===== src/rtl/kanagawa_hal_sync_showahead_fifo.sv =====
// Single-clock show-ahead FIFO: RAM + read stage + prefetch register,
// with used-word count, thresholds, flush and optional sticky error flags.
module kanagawa_hal_sync_showahead_fifo #(
   parameter int DEPTH                      = 32,
   parameter int LOG_DEPTH                  = $clog2(DEPTH),
   parameter int WIDTH                      = 32,
   parameter int USEDW_WIDTH                = LOG_DEPTH + 1,
   parameter int ALMOSTFULL_ENTRIES         = 4,
   parameter int ALMOSTEMPTY_ENTRIES        = 1,
   parameter int USE_LUTRAM                 = 0,
   parameter int OVER_UNDER_FLOW_PROTECTION = 0
) (
   input  logic                   clk,
   input  logic                   rst,
   input  logic                   flush,
   input  logic                   wrreq,
   input  logic [WIDTH-1:0]       data,
   output logic                   full,
   output logic                   almost_full,
   input  logic                   rdreq,
   output logic                   empty,
   output logic                   almost_empty,
   output logic [WIDTH-1:0]       q,
   output logic [USEDW_WIDTH-1:0] usedw,
   output logic                   overflow,
   output logic                   underflow
);

   localparam logic [USEDW_WIDTH-1:0] L_FULL = USEDW_WIDTH'(DEPTH);
   localparam logic [USEDW_WIDTH-1:0] L_AF   =
      USEDW_WIDTH'(DEPTH - ALMOSTFULL_ENTRIES);
   localparam logic [USEDW_WIDTH-1:0] L_AE   =
      USEDW_WIDTH'(ALMOSTEMPTY_ENTRIES);
   localparam logic [LOG_DEPTH-1:0]   L_LAST = LOG_DEPTH'(DEPTH - 1);

   if (DEPTH < 4) begin : g_bad_depth
      $error("DEPTH must be at least 4");
   end
   if (LOG_DEPTH != $clog2(DEPTH)) begin : g_bad_log
      $error("LOG_DEPTH inconsistent with DEPTH");
   end
   if (DEPTH - ALMOSTFULL_ENTRIES < 1) begin : g_bad_af
      $error("DEPTH - ALMOSTFULL_ENTRIES must be at least 1");
   end

   logic [LOG_DEPTH-1:0]   r_wr_ptr;
   logic [LOG_DEPTH-1:0]   r_rd_ptr;
   logic [USEDW_WIDTH-1:0] r_ram_cnt;
   logic [USEDW_WIDTH-1:0] r_usedw;
   logic                   r_s1_valid;
   logic                   r_q_valid;
   logic [WIDTH-1:0]       r_s1;
   logic [WIDTH-1:0]       r_q;
   logic                   r_full;
   logic                   r_af;
   logic                   r_ae;
   logic                   r_ovf;
   logic                   r_udf;

   logic                   w_wr_req;
   logic                   w_rd_req;
   logic                   w_wr;
   logic                   w_pop;
   logic                   w_q_load;
   logic                   w_issue;
   logic [USEDW_WIDTH-1:0] w_usedw_nxt;

   function automatic logic [LOG_DEPTH-1:0] f_inc(
      input logic [LOG_DEPTH-1:0] p
   );
      return (p == L_LAST) ? '0 : p + LOG_DEPTH'(1);
   endfunction

   // Unknown request levels count as idle.
   assign w_wr_req = (wrreq === 1'b1);
   assign w_rd_req = (rdreq === 1'b1);

   assign w_wr     = w_wr_req && !r_full && !flush;
   assign w_pop    = w_rd_req && r_q_valid && !flush;
   assign w_q_load = (!r_q_valid || w_pop) && r_s1_valid;
   assign w_issue  = (r_ram_cnt != '0) && (!r_s1_valid || w_q_load);

   assign w_usedw_nxt = r_usedw + USEDW_WIDTH'(w_wr)
                      - USEDW_WIDTH'(w_pop);

   if (USE_LUTRAM != 0) begin : g_lutram
      (* ram_style = "distributed" *)
      logic [WIDTH-1:0] r_mem [DEPTH];
      always_ff @(posedge clk) begin
         if (w_wr) r_mem[r_wr_ptr] <= data;
         if (w_issue) r_s1 <= r_mem[r_rd_ptr];
      end
   end else begin : g_bram
      (* ram_style = "block" *)
      logic [WIDTH-1:0] r_mem [DEPTH];
      always_ff @(posedge clk) begin
         if (w_wr) r_mem[r_wr_ptr] <= data;
         if (w_issue) r_s1 <= r_mem[r_rd_ptr];
      end
   end

   always_ff @(posedge clk) begin
      if (w_q_load) r_q <= r_s1;
   end

   always_ff @(posedge clk or posedge rst) begin
      if (rst) begin
         r_wr_ptr   <= '0;
         r_rd_ptr   <= '0;
         r_ram_cnt  <= '0;
         r_usedw    <= '0;
         r_s1_valid <= 1'b0;
         r_q_valid  <= 1'b0;
         r_full     <= 1'b0;
         r_af       <= 1'b1;
         r_ae       <= 1'b1;
         r_ovf      <= 1'b0;
         r_udf      <= 1'b0;
      end else if (flush) begin
         r_wr_ptr   <= '0;
         r_rd_ptr   <= '0;
         r_ram_cnt  <= '0;
         r_usedw    <= '0;
         r_s1_valid <= 1'b0;
         r_q_valid  <= 1'b0;
         r_full     <= 1'b0;
         r_af       <= 1'b0;
         r_ae       <= 1'b1;
      end else begin
         if (w_wr) r_wr_ptr <= f_inc(r_wr_ptr);
         if (w_issue) r_rd_ptr <= f_inc(r_rd_ptr);
         r_ram_cnt <= r_ram_cnt + USEDW_WIDTH'(w_wr)
                    - USEDW_WIDTH'(w_issue);
         if (w_issue) r_s1_valid <= 1'b1;
         else if (w_q_load) r_s1_valid <= 1'b0;
         if (w_q_load) r_q_valid <= 1'b1;
         else if (w_pop) r_q_valid <= 1'b0;
         r_usedw <= w_usedw_nxt;
         r_full  <= (w_usedw_nxt == L_FULL);
         r_af    <= (w_usedw_nxt >= L_AF);
         r_ae    <= (w_usedw_nxt <= L_AE);
         if (OVER_UNDER_FLOW_PROTECTION != 0) begin
            if (w_wr_req && r_full) r_ovf <= 1'b1;
            if (w_rd_req && !r_q_valid) r_udf <= 1'b1;
         end
      end
   end

   // Unprotected mode: report illegal requests once reset has been seen.
   if (OVER_UNDER_FLOW_PROTECTION == 0) begin : g_chk
      logic r_seen_rst;
      always_ff @(posedge clk or posedge rst) begin
         if (rst) r_seen_rst <= 1'b1;
         else r_seen_rst <= r_seen_rst;
      end
      always @(posedge clk) begin
         if (r_seen_rst && !rst && !flush) begin
            assert (!(w_wr_req && r_full))
               else $error("%m overflow");
            assert (!(w_rd_req && !r_q_valid))
               else $error("%m underflow");
         end
      end
   end

   assign full         = r_full;
   assign almost_full  = r_af;
   assign empty        = !r_q_valid;
   assign almost_empty = r_ae;
   assign q            = r_q;
   assign usedw        = r_usedw;
   assign overflow     = r_ovf;
   assign underflow    = r_udf;

endmodule


===== config.mk =====
export PLATFORM = sky130hd
export DESIGN_NAME = kanagawa_hal_sync_showahead_fifo
export DESIGN_NICKNAME = d
export VERILOG_FILES = /design/src/rtl/kanagawa_hal_sync_showahead_fifo.sv
export SDC_FILE = /design/constraint.sdc
export NUM_CORES = 1
export LEC_CHECK = 0
export ABC_AREA = 1
export CORE_MARGIN = 5
export CORE_UTILIZATION = 45
export DETAILED_ROUTE_END_ITERATION = 12
export PLACE_DENSITY = 0.64
export SLEW_MARGIN = 40
export SYNTH_ARGS = -nofsm -noshare
export SYNTH_HDL_FRONTEND = slang
export SYNTH_SLANG_ARGS = --single-unit

===== constraint.sdc =====
create_clock -name clk -period 4.16 [get_ports clk]
set_input_delay 0.624 -clock clk [delete_from_list [all_inputs] [get_ports clk]]
set_output_delay 0.624 -clock clk [all_outputs]
set_load 0.005 [all_outputs]

==> flow_metrics.tcl <==
set metrics [dict create \
    run_status "complete, no violations" \
    yosysSeqAreaShare_pct 73.6 \
    clk_pin_slew_ns 0.06 \
    grt_overflow 0 \
    fin_crit_ns 2.71 \
    root_buffer "clkbuf_16" \
    htreeDepth 3 \
    cts_max_path_buffers 3 \
    die_w_microns 327 \
    crit_path_end_kind "register" \
    grt_first_pass_wirelength_microns 171000 \
    sw_frac_of_total_pct 32.6 \
    ant_nets 0 \
    p_seq_share_pct 42.9 \
    grt_max_degree 185 \
    synth_area_leader_cell "edfxtp_1" \
    worstHoldPathType "in2async" \
    cts-hold-fix-buffers 0 \
    synth_top_area_share_pct 72.1 \
    crit_family "buffers and inverters" \
    drive_above_1_share_pct 7.84 \
    crit_fanout 9 \
    cts_tree "done" \
    synth.area.top_cells "edfxtp_1, nand2_1, nand3_1" \
    core_area_sq_um 100000 \
    drc 0 \
    ys_warn_count 2 \
    final_max_slew_viol_count 0 \
    cp_slowest_cell "clkdlybuf4s50_1" \
    cts_setup_buffers 0 \
    rr_worst_depth 10 \
    wirelength_microns 114000 \
    finalClockSkew_ns 0.0269 \
    port_buffers 78 \
    hold_viol 0 \
    cp.required_ns 4.72 \
    start_kind "input port" \
    critPathMaxStageDelay_ns 0.47 \
    critPathArrivalTime_ns 3.27 \
    cts_buffers 112 \
    nets 3872 \
    worst_slew_pin_slew_ns 0.865 \
    fmax_mhz 369 \
    reg2reg_slack_ns 1.59 \
    fin_setup_tns_ns 0 \
    cp.buffers_inverters 6 \
    cts_resized 0 \
    crit_type "in2reg" \
    max-cap-violations 0 \
    via_count 28300 \
    post-route-util_pct 50.8 \
    synthCells 3761 \
    start_util_pct 45.3 \
    path_cells "clkdlybuf4s50_1 > inv_1 > a21oi_1 > nand2_1 > nand2_1 > inv_2 > ha_1 > inv_1 > ha_1 > inv_1 > fa_1 > inv_1 > nand2_1 > nand2_1 > a21oi_1 > xor2_1 > nor2_1" \
    p_clk_share_pct 31.2 \
    first_global_vias 27100 \
    die_area_sq_um 107000 \
    syn_to_final_growth_pct 12.2 \
    max_slew_margin_pct 42.2 \
    stdcell_count 5205 \
    p_int_w 0.0208 \
    antenna_found_initial 5 \
    drtPass1Iterations 5 \
    rsz0062_at_grt "no" \
    power_density_nw_per_um2 608 \
    dpl_cell_area_sq_um 47300 \
    final_area_sq_um 50800 \
    post-place-cells 4995 \
    clkSinkCount 1115 \
    hpwlAfterDp_microns 59400 \
    comb_power_share_pct 25.9 \
    boundaryPins 81 \
    worst_ir_drop_vdd_mv 0.405 \
    rows 116 \
    clk-insertion-delay-late_ns 0.70 \
    fillers 8450 \
    via_per_inst 5.45 \
    syn_area_per_cell_sq_um 12.0 \
    synthesis.area_sq_um 45300 \
    p_sw_w 0.0101 \
    synth.distinct_cells 30 \
    p_leak_nw 18.5 \
    drtIter0Drc 3231 \
    groute.usage.overall_pct 21.0 \
    wl_per_cell_microns 22.0 \
    period_share_pct 65.2 \
    ys_ff_latch 1115 \
    place.gp.congestion 0.785 \
    crit_cells 17 \
    die_h_microns 327 \
    setup_viol 0 \
]
-- through the flow --
| stage | worst slack (ns) | hold WS [ns] | power [W] |
|---|---|---|---|
| floorplan | 0.961 | 0.400 | 0.0193 |
| global placement | 0.768 | 0.401 | 0.0214 |
| detailed placement | 0.775 | 0.405 | 0.0215 |
| CTS | 1.48 | 0.236 | 0.0310 |
| global route | 1.22 | 0.259 | 0.0325 |
| finish | 1.45 | 0.254 | 0.0309 |
-- flip-flops by register name, summed over array words and instances, names as in the netlist --
register / cells
r_wr_ptr: 5
almost_empty: 1
r_s1_valid: 1
r_s1: 32
usedw: 6
r_ram_cnt: 6
full: 1
almost_full: 1
g_bram.r_mem: 1024
r_rd_ptr: 5
q: 32
r_q_valid: 1
-- layer usage --
layer,global-route usage (%),wire length (microns)
met5,0,34
met4,5.77,3020
met3,3.87,10100
met2,32.7,52700
met1,30.6,48500
-- synthesized netlist by cell type, drive strengths merged --
library cell  count
ha               21
dfstp             2
buf             205
clkbuf           20
nand4             2
edfxtp         1088
inv              47
a31oi             1
nor3              2
or2               1
xor2              5
o21ai             8
o22ai             4
dfrtp            25
mux2i             1
nand2          1476
xnor2             3
fa                2
a21oi            12
nand3b            1
nand3           786
conb              1
nor2             48
-- cells in the final DEF, fill, tap and decap left out, types with 3 or more instances in the layout --
cell type / netlist / routed
dfrtp_4: 0 / 4
dfrtp_1: 25 / 20
o22ai_1: 4 / 4
clkdlybuf4s50_1: 0 / 52
inv_1: 45 / 41
clkinv_2: 0 / 20
buf_12: 0 / 27
inv_6: 0 / 4
nor2_4: 0 / 33
ha_1: 21 / 21
buf_4: 57 / 53
bufinv_16: 0 / 6
nand3_1: 786 / 786
o21ai_0: 8 / 8
diode_2: 0 / 3
clkbuf_1: 20 / 30
clkinv_1: 0 / 26
edfxtp_1: 1088 / 1088
clkbuf_16: 0 / 115
buf_2: 84 / 26
xor2_1: 5 / 5
nand2_1: 1476 / 1476
a21oi_1: 12 / 12
nor2_1: 48 / 15
clkinvlp_4: 0 / 3
xnor2_1: 3 / 3
-- power groups by stage --
stage	combinational (W)	sequential, W	clock, W
floorplan	0.00597	0.0133	0
global placement	0.00788	0.0135	0
detailed placement	0.00796	0.0135	0
CTS	0.00800	0.0133	0.00977
global route	0.00898	0.0133	0.0102
finish	0.00800	0.0133	0.00962
-- cells by family (layout without fill, tap and decap cells) --
kind of cell	Yosys count	count (layout)	share of synthesized area, %
AO/OA/AOI/OAI	25	25	0.290
XOR/XNOR	8	8	0.155
adder cells (fa/ha/maj)	23	23	0.669
buffers and inverters	272	414	3.82
flip-flops	1115	1115	73.6
multiplexers	1	1	0.0221
other	1	5	0.00828
AND/OR/NAND/NOR	2316	2316	21.4
-- worst paths after layout --
kind | start | end
max | flush | r_ram_cnt[4]$_DFF_PP0_
min | rst | usedw[5]$_DFF_PP0_
min reg2reg | r_s1[24]$_DFFE_PP_ | q[24]$_DFFE_PP_
max reg2reg | r_rd_ptr[0]$_DFFE_PP0P_ | r_s1[22]$_DFFE_PP_
min in group clk | r_s1[24]$_DFFE_PP_ | q[24]$_DFFE_PP_
max in group asynchronous | rst | r_rd_ptr[1]$_DFFE_PP0P_
-- worst reg2reg max path: cells and delay by family (launching register included) --
family	cells	cell delay [ns]
flops	1	0.62
simple gates	8	0.90
buf+inv	2	0.94
-- cell type report --
cell class                 count  area, sq um  share of cell area, %
sequential                  1115        33400                   65.7
multi-input combinational   2375        10500                   20.6
clock buffer                 145         2990                   5.88
timing repair buffer         161         1660                   3.26
tap                         1298         1620                   3.20
clock inverter                61          493                  0.970
inverter                      47          213                  0.419
antenna                        3         7.51                 0.0148
Power figures use the tool's default switching activity.
